File: src/rtl/hazard_ctrl_pkg.sv
`default_nettype none
// ============================================================================
//  Package     : cpu_pkg
//  Description : Constants and types shared by the MIPS pipeline sequencing
//                logic: forwarding-select encodings, hazard FSM states,
//                shadow-slot records and the opcodes the decoder relies on.
//  Revision    : 1.0 - initial release
// ============================================================================
package cpu_pkg;

   // EX operand source selects
   localparam logic [1:0] FWD_RF    = 2'b00;
   localparam logic [1:0] FWD_EXMEM = 2'b01;
   localparam logic [1:0] FWD_MEMWB = 2'b10;

   // Opcodes shared with the decoder so both agree on what a load/store is
   localparam logic [5:0] LW = 6'b100011;
   localparam logic [5:0] SW = 6'b101011;

   // Hazard sequencer states
   typedef enum logic [0:0] {
      RUN   = 1'b0,
      FLUSH = 1'b1
   } hc_state_e;

   // Everything the hazard logic needs to know about the instruction in EX
   typedef struct packed {
      logic       valid;
      logic [4:0] rs;
      logic [4:0] rt;
      logic       use_rs;
      logic       use_rt;
      logic [4:0] dst;
      logic       regwrite;
      logic       memread;
   } ex_slot_t;

   // Producer view of an instruction in MEM or WB
   typedef struct packed {
      logic       valid;
      logic [4:0] dst;
      logic       regwrite;
   } wb_slot_t;

   // Reduce an EX record to the producer fields kept once it leaves EX
   function automatic wb_slot_t retire_slot(input ex_slot_t s);
      wb_slot_t r;
      r.valid    = s.valid;
      r.dst      = s.dst;
      r.regwrite = s.regwrite;
      return r;
   endfunction

endpackage
`default_nettype wire

File: src/rtl/hazard_ctrl_if.sv
`default_nettype none
// ============================================================================
//  Interface   : hazard_ctrl_if
//  Description : ID-stage hazard information, branch/hold controls and the
//                resulting pipeline enables, forwarding selects and
//                performance counters.
//  Revision    : 1.0 - initial release
// ============================================================================
interface hazard_ctrl_if #(
   parameter int CNT_W = 16
);
   logic             id_valid;
   logic [4:0]       id_rs;
   logic [4:0]       id_rt;
   logic             id_use_rs;
   logic             id_use_rt;
   logic [4:0]       id_dst;
   logic             id_regwrite;
   logic             id_memread;
   logic             br_taken;
   logic             ext_hold;

   logic             pc_en;
   logic             ifid_en;
   logic             ifid_flush;
   logic             idex_bubble;
   logic [1:0]       fwd_a;
   logic [1:0]       fwd_b;
   logic [CNT_W-1:0] stall_cnt;
   logic [CNT_W-1:0] flush_cnt;

   // Pipeline side: supplies the ID instruction, consumes the controls
   modport master (
      output id_valid, id_rs, id_rt, id_use_rs, id_use_rt, id_dst,
             id_regwrite, id_memread, br_taken, ext_hold,
      input  pc_en, ifid_en, ifid_flush, idex_bubble, fwd_a, fwd_b,
             stall_cnt, flush_cnt
   );

   // Hazard controller side
   modport slave (
      input  id_valid, id_rs, id_rt, id_use_rs, id_use_rt, id_dst,
             id_regwrite, id_memread, br_taken, ext_hold,
      output pc_en, ifid_en, ifid_flush, idex_bubble, fwd_a, fwd_b,
             stall_cnt, flush_cnt
   );
endinterface
`default_nettype wire

File: src/rtl/hazard_ctrl_fwd_unit.sv
`default_nettype none
// ============================================================================
//  Module      : fwd_unit
//  Description : Forwarding compare for one EX source operand. The younger
//                producer (MEM) wins over the older one (WB); register 0 is
//                hard-wired to zero and never forwards.
//  Revision    : 1.0 - initial release
// ============================================================================
module fwd_unit
   import cpu_pkg::*;
(
   input  logic [4:0] ex_src_i,
   input  logic       ex_use_i,
   input  wb_slot_t   mem_i,
   input  wb_slot_t   wb_i,
   output logic [1:0] sel_o
);

   logic mem_hit;
   logic wb_hit;

   // A producer hits when it writes the register this operand reads
   always_comb begin
      mem_hit = mem_i.valid && mem_i.regwrite && (mem_i.dst == ex_src_i);
      wb_hit  = wb_i.valid  && wb_i.regwrite  && (wb_i.dst  == ex_src_i);
   end

   // Pick the youngest matching producer, otherwise the register file
   always_comb begin
      sel_o = FWD_RF;
      if (ex_use_i && (ex_src_i != 5'd0)) begin
         if (mem_hit) begin
            sel_o = FWD_EXMEM;
         end else if (wb_hit) begin
            sel_o = FWD_MEMWB;
         end
      end
   end

endmodule
`default_nettype wire

File: src/rtl/hazard_ctrl.sv
`default_nettype none
// ============================================================================
//  Module      : hazard_ctrl
//  Description : Pipeline sequencing controller for the 5-stage MIPS core.
//                Shadows the destination of every in-flight instruction,
//                drives EX forwarding selects, inserts load-use bubbles,
//                flushes after taken branches, freezes on memory hold and
//                keeps saturating stall/flush cycle counters.
//  Revision    : 1.0 - initial release
// ============================================================================
module hazard_ctrl
   import cpu_pkg::*;
#(
   parameter int FLUSH_CYCLES = 1,
   parameter int CNT_W        = 16
) (
   input  logic         CLK,
   input  logic         RST_N,
   hazard_ctrl_if.slave hc
);

   // Remaining-flush counter reload; the taken-branch cycle is itself the
   // first flush cycle, so only FLUSH_CYCLES-1 more follow.
   localparam logic [2:0] FLUSH_LOAD = 3'(FLUSH_CYCLES - 1);

   hc_state_e        state_q, state_d;
   logic [2:0]       fcnt_q, fcnt_d;
   ex_slot_t         ex_q, ex_d;
   wb_slot_t         mem_q, mem_d;
   wb_slot_t         wb_q, wb_d;
   logic [CNT_W-1:0] stall_cnt_q, stall_cnt_d;
   logic [CNT_W-1:0] flush_cnt_q, flush_cnt_d;

   ex_slot_t         id_slot;
   logic             lu;
   logic             pc_en;
   logic             ifid_en;
   logic             ifid_flush;
   logic             idex_bubble;
   logic             stall_inc;
   logic             flush_inc;
   logic [1:0]       fwd_a;
   logic [1:0]       fwd_b;

   // Capture the ID instruction in slot form
   always_comb begin
      id_slot          = '0;
      id_slot.valid    = hc.id_valid;
      id_slot.rs       = hc.id_rs;
      id_slot.rt       = hc.id_rt;
      id_slot.use_rs   = hc.id_use_rs;
      id_slot.use_rt   = hc.id_use_rt;
      id_slot.dst      = hc.id_dst;
      id_slot.regwrite = hc.id_regwrite;
      id_slot.memread  = hc.id_memread;
   end

   // Load-use: a load in EX whose result the ID instruction reads
   always_comb begin
      lu = ex_q.valid && ex_q.memread && (ex_q.dst != 5'd0) && hc.id_valid &&
           ((hc.id_use_rs && (hc.id_rs == ex_q.dst)) ||
            (hc.id_use_rt && (hc.id_rt == ex_q.dst)));
   end

   fwd_unit u_fwd_a (
      .ex_src_i (ex_q.rs),
      .ex_use_i (ex_q.use_rs),
      .mem_i    (mem_q),
      .wb_i     (wb_q),
      .sel_o    (fwd_a)
   );

   fwd_unit u_fwd_b (
      .ex_src_i (ex_q.rt),
      .ex_use_i (ex_q.use_rt),
      .mem_i    (mem_q),
      .wb_i     (wb_q),
      .sel_o    (fwd_b)
   );

   // Sequencer: next state and pipeline controls, priority hold > branch > lu
   always_comb begin
      state_d     = state_q;
      fcnt_d      = fcnt_q;
      pc_en       = 1'b1;
      ifid_en     = 1'b1;
      ifid_flush  = 1'b0;
      idex_bubble = 1'b0;
      stall_inc   = 1'b0;
      flush_inc   = 1'b0;
      if (!RST_N) begin
         // While reset is held the controls sit at their idle values
         state_d = RUN;
      end else if (hc.ext_hold) begin
         pc_en   = 1'b0;
         ifid_en = 1'b0;
      end else begin
         case (state_q)
            RUN: begin
               if (hc.br_taken) begin
                  // Any concurrent load-use is moot: its consumer is squashed
                  ifid_flush  = 1'b1;
                  idex_bubble = 1'b1;
                  flush_inc   = 1'b1;
                  fcnt_d      = FLUSH_LOAD;
                  if (FLUSH_CYCLES > 1) begin
                     state_d = FLUSH;
                  end
               end else if (lu) begin
                  pc_en       = 1'b0;
                  ifid_en     = 1'b0;
                  idex_bubble = 1'b1;
                  stall_inc   = 1'b1;
               end
            end
            FLUSH: begin
               // EX only ever holds a bubble here, so br_taken is ignored
               ifid_flush  = 1'b1;
               idex_bubble = 1'b1;
               flush_inc   = 1'b1;
               fcnt_d      = fcnt_q - 3'd1;
               if (fcnt_q <= 3'd1) begin
                  fcnt_d  = 3'd0;
                  state_d = RUN;
               end
            end
            default: begin
               state_d = RUN;
               fcnt_d  = 3'd0;
            end
         endcase
      end
   end

   // Sequencer state register
   always_ff @(posedge CLK or negedge RST_N) begin
      if (!RST_N) begin
         state_q <= RUN;
         fcnt_q  <= 3'd0;
      end else begin
         state_q <= state_d;
         fcnt_q  <= fcnt_d;
      end
   end

   // Shadow slots advance with the pipeline and freeze on hold
   always_comb begin
      ex_d  = ex_q;
      mem_d = mem_q;
      wb_d  = wb_q;
      if (!hc.ext_hold) begin
         wb_d  = mem_q;
         mem_d = retire_slot(ex_q);
         ex_d  = (idex_bubble || !hc.id_valid) ? '0 : id_slot;
      end
   end

   // Shadow slot registers
   always_ff @(posedge CLK or negedge RST_N) begin
      if (!RST_N) begin
         ex_q  <= '0;
         mem_q <= '0;
         wb_q  <= '0;
      end else begin
         ex_q  <= ex_d;
         mem_q <= mem_d;
         wb_q  <= wb_d;
      end
   end

   // Saturating increments: stop at all-ones rather than wrapping
   always_comb begin
      stall_cnt_d = stall_cnt_q;
      flush_cnt_d = flush_cnt_q;
      if (stall_inc && (stall_cnt_q != '1)) begin
         stall_cnt_d = stall_cnt_q + 1'b1;
      end
      if (flush_inc && (flush_cnt_q != '1)) begin
         flush_cnt_d = flush_cnt_q + 1'b1;
      end
   end

   // Performance counter registers
   always_ff @(posedge CLK or negedge RST_N) begin
      if (!RST_N) begin
         stall_cnt_q <= '0;
         flush_cnt_q <= '0;
      end else begin
         stall_cnt_q <= stall_cnt_d;
         flush_cnt_q <= flush_cnt_d;
      end
   end

   assign hc.pc_en       = pc_en;
   assign hc.ifid_en     = ifid_en;
   assign hc.ifid_flush  = ifid_flush;
   assign hc.idex_bubble = idex_bubble;
   assign hc.fwd_a       = fwd_a;
   assign hc.fwd_b       = fwd_b;
   assign hc.stall_cnt   = stall_cnt_q;
   assign hc.flush_cnt   = flush_cnt_q;

endmodule
`default_nettype wire

File: src/flat_wrapper.sv
// flat-port wrapper written by rule: the top's interface ports become plain ports
module hazard_ctrl_flat import cpu_pkg::*;
#(
   parameter int FLUSH_CYCLES = 1,
   parameter int CNT_W        = 16
)
  (CLK, RST_N, hc_id_valid, hc_id_rs, hc_id_rt, hc_id_use_rs, hc_id_use_rt, hc_id_dst, hc_id_regwrite, hc_id_memread, hc_br_taken, hc_ext_hold, hc_pc_en, hc_ifid_en, hc_ifid_flush, hc_idex_bubble, hc_fwd_a, hc_fwd_b, hc_stall_cnt, hc_flush_cnt);
  hazard_ctrl_if #(.CNT_W(CNT_W)) hc_i ();
  input  logic CLK;
  input  logic RST_N;
  input wire logic [$bits(hc_i.id_valid)-1:0] hc_id_valid;
  input wire logic [$bits(hc_i.id_rs)-1:0] hc_id_rs;
  input wire logic [$bits(hc_i.id_rt)-1:0] hc_id_rt;
  input wire logic [$bits(hc_i.id_use_rs)-1:0] hc_id_use_rs;
  input wire logic [$bits(hc_i.id_use_rt)-1:0] hc_id_use_rt;
  input wire logic [$bits(hc_i.id_dst)-1:0] hc_id_dst;
  input wire logic [$bits(hc_i.id_regwrite)-1:0] hc_id_regwrite;
  input wire logic [$bits(hc_i.id_memread)-1:0] hc_id_memread;
  input wire logic [$bits(hc_i.br_taken)-1:0] hc_br_taken;
  input wire logic [$bits(hc_i.ext_hold)-1:0] hc_ext_hold;
  output wire logic [$bits(hc_i.pc_en)-1:0] hc_pc_en;
  output wire logic [$bits(hc_i.ifid_en)-1:0] hc_ifid_en;
  output wire logic [$bits(hc_i.ifid_flush)-1:0] hc_ifid_flush;
  output wire logic [$bits(hc_i.idex_bubble)-1:0] hc_idex_bubble;
  output wire logic [$bits(hc_i.fwd_a)-1:0] hc_fwd_a;
  output wire logic [$bits(hc_i.fwd_b)-1:0] hc_fwd_b;
  output wire logic [$bits(hc_i.stall_cnt)-1:0] hc_stall_cnt;
  output wire logic [$bits(hc_i.flush_cnt)-1:0] hc_flush_cnt;
  assign hc_i.id_valid = hc_id_valid;
  assign hc_i.id_rs = hc_id_rs;
  assign hc_i.id_rt = hc_id_rt;
  assign hc_i.id_use_rs = hc_id_use_rs;
  assign hc_i.id_use_rt = hc_id_use_rt;
  assign hc_i.id_dst = hc_id_dst;
  assign hc_i.id_regwrite = hc_id_regwrite;
  assign hc_i.id_memread = hc_id_memread;
  assign hc_i.br_taken = hc_br_taken;
  assign hc_i.ext_hold = hc_ext_hold;
  assign hc_pc_en = hc_i.pc_en;
  assign hc_ifid_en = hc_i.ifid_en;
  assign hc_ifid_flush = hc_i.ifid_flush;
  assign hc_idex_bubble = hc_i.idex_bubble;
  assign hc_fwd_a = hc_i.fwd_a;
  assign hc_fwd_b = hc_i.fwd_b;
  assign hc_stall_cnt = hc_i.stall_cnt;
  assign hc_flush_cnt = hc_i.flush_cnt;
  hazard_ctrl #(.FLUSH_CYCLES(FLUSH_CYCLES), .CNT_W(CNT_W)) u_core (.CLK(CLK), .RST_N(RST_N), .hc(hc_i));
endmodule
File: config.mk
export PLATFORM = sky130hd
export DESIGN_NAME = hazard_ctrl_flat
export DESIGN_NICKNAME = d
export VERILOG_FILES = /design/src/rtl/hazard_ctrl_pkg.sv /design/src/rtl/hazard_ctrl_if.sv /design/src/rtl/hazard_ctrl_fwd_unit.sv /design/src/rtl/hazard_ctrl.sv /design/src/flat_wrapper.sv
export SDC_FILE = /design/constraint.sdc
export NUM_CORES = 1
export LEC_CHECK = 0
export CORE_MARGIN = 2
export CORE_UTILIZATION = 50
export CTS_BUF_LIST = sky130_fd_sc_hd__clkbuf_8
export DETAILED_ROUTE_END_ITERATION = 7
export DONT_BUFFER_PORTS = 1
export MAX_ROUTING_LAYER = met4
export PLACE_DENSITY = 0.77
export SLEW_MARGIN = 10
export SYNTH_ARGS = -nofsm -noshare
export SYNTH_HDL_FRONTEND = slang
export SYNTH_HIERARCHICAL = 1
export SYNTH_SLANG_ARGS = --single-unit
File: constraint.sdc
create_clock -name CLK -period 2.1 [get_ports CLK]
set_input_delay 0.42 -clock CLK [delete_from_list [all_inputs] [get_ports CLK]]
set_output_delay 0.42 -clock CLK [all_outputs]
set_load 0.02 [all_outputs]
* Yosys cells after proc, flatten, opt, wreduce, memory -nomap -nowiden *
Index checks and enable logic that the tools add are counted.

word-level totals
  register bits = 70
  bits in latches = 0
  bits in writable memories = 0
  ROM bits = 0
  input port bits = 24
  output and inout port bits = 40
  logic and storage cells = 89
  memories = 0

operators by class
  add/sub/neg operators = 3
  $mul = 0
  divide/modulo/power cells = 0
  order comparisons = 1
  eq/ne operators = 10
  shift-type cells = 0
  mux-type cells = 32
  bitwise gates (word level) = 2
  reduce and logical (&&, ||, !) cells = 23

operators with widths
  cell                   count
  $add 16x1->16 const B  2
  $ne 16x16->1 const B   2
  $eq 5x5->1             6
  $mux 1                 20
  $mux 20                1
  $logic_and 1x1->1      16
  $reduce_bool 5->1      3
  $mux 2                 6
  $mux 3                 2
  $pmux 3 s2             1
  $ne 2x2->1 const B     2
  $pmux 1 s2             2
  $le 3x1->1 const B     1
  $reduce_and 3->1       1
  $sub 3x1->3 const B    1
  $logic_or 1x1->1       2
  $not 1->1              2
  $logic_not 1->1        1

* Depth between registers and ports, before layout *
Gate-level depths: netlist (run 1).

  word-level depth = 11
  depth in mapped cells = 7
  mapped depth without buffers = 7

* Hierarchy *
The synthesis (run 1) kept the hierarchy.

by module, submodules not included
  module       instances  cells an instance  area an instance (um2)  sequential area each (um2)
  hazard_ctrl  1          253                3,121.7                 1,751.7
  fwd_unit     2          18                 140.1                   0.0

* Least setup slack after synthesis (run 1) *
OpenSTA, ideal clock, no wires.

  path kind = flip-flop to output port
  start = register u_core/ex_q[3] (netlist bit)
  end = output hc_pc_en
  arrival time = 2,192 ps
  required time = 1,680 ps
  path slack = -512 ps
  stages on the path, launching flop included = 7
  buffers on the path = 1
  cell sequence = dfrtp_1 -> or4_1 -> o2111ai_2 -> nand2b_2 -> nor3_1 -> o21ai_0 -> buf_4

between the ends
  cells in the longest elaborated chain, start to end = 9
  elaborated cells between the ends (all ways) = 14
  classes of those cells = eq/ne: 2; mux: 5; reduce/logical: 7

RTL lines
  element                                                RTL line                                                 RTL
  from (decl)                                            hazard_ctrl.sv:28                                        ex_slot_t ex_q, ex_d;
  from (signal assigned)                                 hazard_ctrl.sv:161                                       ex_q <= '0;
  from (signal assigned)                                 hazard_ctrl.sv:165                                       ex_q <= ex_d;
  $eq 5x5->1, or another cell as far along               hazard_ctrl.sv:61                                        ((hc.id_use_rs && (hc.id_rs == ex_q.dst)) ||
  $logic_and 1x1->1 (on tied branches)                   hazard_ctrl.sv:61, hazard_ctrl.sv:60, hazard_ctrl.sv:62
  $logic_or 1x1->1 or $logic_and 1x1->1 (tied branches)  hazard_ctrl.sv:61, hazard_ctrl.sv:60
  $logic_and 1x1->1 (*)                                  hazard_ctrl.sv:60                                        lu = ex_q.valid && ex_q.memread && (ex_q.dst != 5'd0) && hc.id_valid &&
  $mux 1 (*) (5 in series)                               --
  to (decl)                                              flat_wrapper.sv:21                                       output wire logic [$bits(hc_i.pc_en)-1:0] hc_pc_en;

Mark *: on every way between the ends. The rest lies on a longest branch, timed or not.

* Final worst setup path (run 1) *
  start = register u_core/ex_q[3] (netlist bit)
  end = output hc_ifid_en

between the ends
  cells in the longest elaborated chain, start to end = 9
  elaborated cells between the ends (all ways) = 14
  classes of those cells = eq/ne: 2; mux: 5; reduce/logical: 7

RTL lines
  element                                                RTL line                                                 RTL
  $eq 5x5->1, or another cell as far along               hazard_ctrl.sv:61
  $logic_and 1x1->1 (on tied branches)                   hazard_ctrl.sv:61, hazard_ctrl.sv:60, hazard_ctrl.sv:62
  $logic_or 1x1->1 or $logic_and 1x1->1 (tied branches)  hazard_ctrl.sv:61, hazard_ctrl.sv:60
  $logic_and 1x1->1 (*)                                  hazard_ctrl.sv:60
  $mux 1 (*)                                             hazard_ctrl.sv:109                                       end else if (lu) begin
  $mux 1 (*)                                             hazard_ctrl.sv:100                                       if (hc.br_taken) begin
  $mux 1 (*)                                             hazard_ctrl.sv:98                                        case (state_q)
  $mux 1 (*)                                             hazard_ctrl.sv:94                                        end else if (hc.ext_hold) begin
  $mux 1 (*)                                             hazard_ctrl.sv:91                                        if (!RST_N) begin
  to (decl)                                              flat_wrapper.sv:22                                       output wire logic [$bits(hc_i.ifid_en)-1:0] hc_ifid_en;

Marked as above.

==> results of run 1 <==
-- timing repair --
| item | 4_1_cts | 5_1_grt |
|---|---|---|
| buffers inserted | 10 | 3 |
| hold endpoints to repair | 70 | 0 |
| endpoints found under the setup margin | 7 | 33 |
| pin swaps | 9 | 11 |
| cloned | 0 | 1 |
| hold buffers | 2 | 0 |
| resized for setup | 12 | 13 |
-- worst max path at each step --
stage,from,slack [ns],endpoint
finish,u_core/ex_q[3],-0.33,hc_ifid_en
global route,u_core/ex_q[3],-0.42,hc_ifid_en
CTS,u_core/ex_q[3],-0.33,hc_ifid_en
detailed placement,u_core/ex_q[5],0.03,hc_ifid_en
global placement,u_core/ex_q[3],0.02,hc_pc_en
floorplan,u_core/ex_q[3],-0.17,hc_pc_en
-- cell families after synthesis --
group	synth area share, %
muxes	5.627
adders and majority gates	1.471
and+or+nand+nor	14.90
buffers and inverters	2.096
xor gates and xnor gates	14.93
AOI/OAI and AO/OA	9.489
DFF	51.49
-- critical path: cells and delay by family, from the launching register on --
kind                   cells  cell delay, ns
AOI/OAI and AO/OA          2            0.38
buffers and inverters      1            0.15
DFF                        1            0.39
and+or+nand+nor            3            0.75
-- registers in the layout (all words and copies together) (netlist names) --
register and cells:
u_core/ex_q 20, u_core/hc.flush_cnt 16, u_core/hc.stall_cnt 16, u_core/mem_q 7, u_core/wb_q 7, u_core/fcnt_q 3, u_core/state_q 1
-- power by group through the flow --
stage | Clock [uW] | Sequential, uW | Combinational, uW
after global routing | 1290 | 1620 | 695
after detailed placement | 0 | 1630 | 534
after floorplan | 0 | 1690 | 298
final | 1210 | 1600 | 640
after CTS | 1230 | 1600 | 613
after global placement | 0 | 1620 | 519
-- placed cells by master (no fill, tap or decap), types with 4 or more instances in the layout --
cell	count
mux2_2	16
nand2_1	17
xnor2_1	41
nand3_1	16
nand4_1	17
clkbuf_8	11
and3_1	5
inv_1	5
ha_1	4
buf_4	47
o21ai_2	4
dfrtp_1	67
nor2_1	10
a22o_2	18
xor2_1	15
-- routing by layer --
layer | track usage, % | part of all wire (%) | routed length [um]
met1 | 28.19 | 42 | 3344
met2 | 36.57 | 52 | 4151
met3 | 4.952 | 4.3 | 340
met4 | 7.670 | 1.5 | 119
met5 | - | 0 | 0
-- layout make-up --
cell class                      instances  area [um^2]
Tap cell                               80        100.1
Fill cell                             529         2395
Clock buffer                           11        151.4
Multi-Input combinational cell        206         1693
Clock inverter                          4        70.07
Inverter                                5        18.77
Timing Repair Buffer                   55        498.0
Sequential cell                        70         1755
-- through the flow --
stage | TNS, ns | total power, uW
6_report | -1.140 | 3453
5_1_grt | -3.299 | 3610
4_1_cts | -1.168 | 3443
3_5_place_dp | 0 | 2161
3_3_place_gp | 0 | 2139
2_1_floorplan | -0.1738 | 1989
==> impl_metrics.json, run 1 <==
{
  "initial_utilization_pct": 50.92,
  "worstPathArrival_ns": 2.01,
  "routed_wl_um": 7956,
  "power.density_nw_per_um2": 805.4,
  "grt_pass1_vias": 2573,
  "grt_pass1_wl_um": 12680,
  "fin_area_um2": 4287,
  "ios": 64,
  "antenna_found_initial": 0,
  "slowest_stage": "or4_4",
  "switching_share_pct": 26.76,
  "grt_usage_pct": 22.57,
  "yosys_warnings": 6,
  "die_w_um": 86.49,
  "fmax_ghz": 0.4122,
  "synth_top_area_cell": "dfrtp_1",
  "startpoint_type": "flip-flop",
  "synth_ff_type": "dfrtp_1",
  "p_int_uw": 2529,
  "setup_ws_ns": -0.3260,
  "synth_area_leaders": "dfrtp_1 (51%), xnor2_1 (11%), mux2_2 (5.6%), a22o_2 (5.3%), xor2_1 (4.1%)",
  "grt_max_degree": 71,
  "min_period_over_period_pct": 115.5,
  "synth.avg_cell_area_um2": 11.77,
  "num_vias": 2487,
  "syn_area_um2": 3402,
  "post_drt_wl_per_cell_um": 18.46,
  "whs_endpoint": "u_core/ex_q[9]",
  "setup.worst_path.class": "flip-flop to primary output",
  "nets": 375,
  "die_y_um": 86.49,
  "setup_viol": 8,
  "diodes": 0,
  "r2r_end": "u_core/hc.stall_cnt[1]",
  "r2r-start": "u_core/ex_q[3]",
  "core_region_area_um2": 6681,
  "min_path_cells": 1,
  "h-tree-depth": 3,
  "whs_ns": 0.2138,
  "power.switching_uw": 923.9,
  "violations": "negative setup slack",
  "seqPwrFrac_pct": 46.4,
  "grt_overflow": 0,
  "clk_pin_slew_ns": 0.07,
  "antenna_left": 0,
  "tightest_slew_ns": 0.3921,
  "relSlewSlack_pct": 73.86,
  "cp.required_ns": 1.68,
  "firstDrtPassIters": 4,
  "portBuffers": 0,
  "p_leak_uw": 0.001971,
  "pre_cts_slack_ns": 0.02540,
  "reg2reg_slack_ns": -0.02,
  "r2r_cells": 8,
  "areaGrowthSynthToFinish_pct": 26.00,
  "synthMostInstantiatedCell": "dfrtp_1",
  "crit_fanout": 2,
  "placed_area_um2": 3784,
  "hold_class": "input pin to flip-flop",
  "synth_nets": 317,
  "dp.final_hpwl_um": 5275,
  "cts_buffer_depth": 2,
  "hold_violations": 0,
  "clkSinkCount": 70,
  "synth_seq_cells": 70,
  "synth_top_area_share_pct": 51.49,
  "clock-root-buffer": "clkbuf_8",
  "drt_iter0_markers": 161,
  "synth_cell_types": 38,
  "dp.cells": 400,
  "period_minus_slack_ns": 2.426,
  "async_flop_share_pct": 100.0,
  "fp-row-count": 30,
  "drive_gt1_share_pct": 37.04,
  "cts_tree": "built",
  "end_kind": "primary output",
  "ir_drop_mv": 0.6755,
  "rsz0062_at_grt": "yes",
  "synth_edf_count": 0,
  "path_cells": "or4_4 > o2111ai_2 > nand2b_4 > nor3_2 > o21ai_2 > buf_12",
  "dieArea_um2": 7480,
  "outcome": "complete, but fails checks",
  "p_comb_share_pct": 18.6,
  "ys_seq_area_share_pct": 51.49,
  "synth_cells": 289,
  "cts_inserted_buffers": 9,
  "maxSlewViolCount": 0,
  "drt-vias-per-instance": 5.770,
  "gp_congestion": 0.8604,
  "drc": 0,
  "cp_slowest_stage_delay_ns": 0.54,
  "fin_cells": 431,
  "skew_ns": 0.008308,
  "clk_latency_ns": 0.34,
  "holdCritStartpoint": "hc_id_rt[0]",
  "postLayoutCoreUtil_pct": 64.16,
  "synth_common_cells": "dfrtp_1 (70), xnor2_1 (42), a22o_2 (18)",
  "cap_viol_max_count": 0,
  "pwr-share-clk_pct": 35.1
}
Note: power is estimated with default switching activity, not from simulation.
==> run 2, diff against run 1 <==
--- a/config.mk
+++ b/config.mk
@@ -8,10 +8,12 @@
 export CORE_MARGIN = 2
 export CORE_UTILIZATION = 50
 export CTS_BUF_LIST = sky130_fd_sc_hd__clkbuf_8
+export CTS_CLUSTER_DIAMETER = 60
 export DETAILED_ROUTE_END_ITERATION = 7
 export DONT_BUFFER_PORTS = 1
 export MAX_ROUTING_LAYER = met4
 export PLACE_DENSITY = 0.77
+export REMOVE_ABC_BUFFERS = 1
 export SLEW_MARGIN = 10
 export SYNTH_ARGS = -nofsm -noshare
 export SYNTH_HDL_FRONTEND = slang
==> run 2 against run 1 <==
  * The run still ends with negative setup slack left
  * Routed wire length fell by 1.4%
  * Sequential share of layout area shrank 0.46 points
  * Register-to-register slack better by 0.02 ns
  * Combinational power up 6.1%
  * Clock skew increased by 0.0013 ns
  * First-iteration DRC count shrank 67%
  * Non-clock buffer count grew 9
  * Via count is 1.6% lower
  * Die area stayed put
  * Sequential power hardly changed
  * Hold slack got worse by 0.019 ns
  * Critical path depth increased by 1
  * Critical endpoint is now hc_idex_bubble
  * Largest cell class unchanged
==> impl_metrics.json, run 2 (same netlist as run 1, synthesis figures left out) <==
{
  "outcome": "complete, but fails checks",
  "violations": "negative setup slack",
  "clk_latency_ns": 0.34,
  "drt_iter0_markers": 53,
  "largest_register": "u_core/ex_q",
  "die_y_um": 86.49,
  "skew_ns": 0.009603,
  "postLayoutCoreUtil_pct": 65.07,
  "routed_wl_um": 7846,
  "initial_utilization_pct": 50.92,
  "cpLargestDelayFamily": "simple AND/OR/NAND/NOR gates",
  "tightest_slew_ns": 0.3972,
  "antenna_found_initial": 0,
  "cp.required_ns": 1.68,
  "die_w_um": 86.49,
  "startpoint_type": "flip-flop",
  "rsz0062_at_grt": "yes",
  "nets": 384,
  "post_drt_wl_per_cell_um": 17.91,
  "critPathBufInv": 3,
  "min_period_over_period_pct": 116.8,
  "firstDrtPassIters": 4,
  "clk_pin_slew_ns": 0.07,
  "cts_tree": "built",
  "slowest_stage": "or4_4",
  "drt-vias-per-instance": 5.587,
  "hold_class": "input pin to flip-flop",
  "gp_congestion": 0.8263,
  "seq_area_um2": 1760,
  "setup_viol": 6,
  "portBuffers": 0,
  "ir_drop_mv": 0.6453,
  "final.setup.tns_ns": -1.099,
  "num-fill-cells": 499,
  "diodes": 0,
  "drc": 0,
  "hold_violations": 0,
  "cap_viol_max_count": 0,
  "layout_commonest_cell": "dfrtp_1",
  "areaGrowthSynthToFinish_pct": 27.80,
  "grt_overflow": 0,
  "drive_gt1_share_pct": 39.39,
  "cp_slowest_stage_delay_ns": 0.53,
  "fp-row-count": 30,
  "grt_max_degree": 71,
  "cts_buffer_depth": 2,
  "final_cell_mix": "dfrtp_1 (63), buf_4 (55), xnor2_1 (40)",
  "h-tree-depth": 3,
  "ios": 64,
  "grt_pass1_vias": 2466,
  "setup_ws_ns": -0.3522,
  "path_cells": "or4_4 > o2111ai_2 > nand2b_4 > buf_4 > buf_6 > a21oi_4 > buf_6",
  "num_vias": 2447,
  "clkSinkCount": 70,
  "largest_register_ffs": 20,
  "grt_pass1_wl_um": 12180,
  "dieArea_um2": 7480,
  "clock-root-buffer": "clkbuf_8",
  "end_kind": "primary output",
  "dp.final_hpwl_um": 5140,
  "antenna_left": 0,
  "fmax_ghz": 0.4078,
  "cts_inserted_buffers": 9,
  "grt_usage_pct": 21.82,
  "relSlewSlack_pct": 73.52,
  "worstPathArrival_ns": 2.03,
  "crit_top_cell": "buf_6",
  "multi_input_area_um2": 1755,
  "period_minus_slack_ns": 2.452,
  "power.density_nw_per_um2": 739.8,
  "core_region_area_um2": 6681,
  "crit_fanout": 3,
  "whs_ns": 0.1950,
  "p_leak_uw": 0.002008,
  "setup.worst_path.class": "flip-flop to primary output",
  "maxSlewViolCount": 0
}
-- run 2: cell types whose count changed in the layout (fill, tap and decap cells not counted), sizes merged --
cell / previous run / this run
bufinv: 2 / 0
buf: 53 / 62
-- run 2: cell type report --
cell class,count,area share (%)
multi-input cells,206,40.37
flip-flops and latches,70,40.49
clock buffers,11,3.482
clock inverters,2,0.2302
well taps,80,2.302
repair buffers,64,12.69
inverters,5,0.4317
-- run 2: worst register-to-register path, delay by kind of cell (launching register included) --
| family | cells | cell delay [ns] |
|---|---|---|
| AND/OR/NAND/NOR | 2 | 0.70 |
| AO/OA/AOI/OAI | 3 | 0.57 |
| flip-flops | 1 | 0.39 |
| buffers and inverters | 3 | 0.38 |
-- run 2: timing repair --
action	CTS	global route
endpoints found under the hold margin	70	0
gates resized for setup	11	30
endpoints found under the setup margin	7	38
pin swaps	10	17
cloned	0	2
setup buffers	12	9
hold buffers	2	0
-- run 2: power by group --
part | total [uW] | switching, uW | leakage (uW) | internal (uW)
registers | 1600 | 125 | 0.000919 | 1480
logic | 679 | 322 | 0.00100 | 357
clock network | 936 | 467 | 0.0000869 | 469
total | 3220 | 914 | 0.00201 | 2300
-- run 2: path summary, 6_finish.rpt --
check	from	slack, ns	endpoint	cells past startpoint
max	u_core/ex_q[3]	-0.35	hc_idex_bubble	7
min	hc_id_rt[3]	0.20	u_core/ex_q[12]	1
max reg2reg	u_core/ex_q[3]	0	u_core/ex_q[10]	8
min reg2reg	u_core/ex_q[1]	0.52	u_core/ex_q[1]	1
max in group asynchronous	RST_N	1.12	u_core/mem_q[1]	2
min in group asynchronous	RST_N	0.70	u_core/mem_q[3]	2
-- run 2: per-stage QoR --
step | setup slack, ns | instances | area, um^2 | total power, uW
6_report | -0.3522 | 438 | 4348 | 3216
5_1_grt | -0.4236 | 438 | 4348 | 3372
3_5_place_dp | -0.01122 | 401 | 3762 | 2164
2_1_floorplan | -0.6085 | 281 | 3349 | 1972
4_1_cts | -0.3445 | 428 | 4089 | 3168
3_3_place_gp | 0.03318 | 401 | 3762 | 2140
-- run 2: per-layer routing --
layer / share of wire (%) / GRT usage [%] / up-vias
met5: 0 / - / -
met4: 1.6 / 9.091 / 0
met3: 6.4 / 6.095 / 10
met2: 52 / 34.20 / 53
met1: 40 / 26.65 / 1205
li1: - / - / 1179
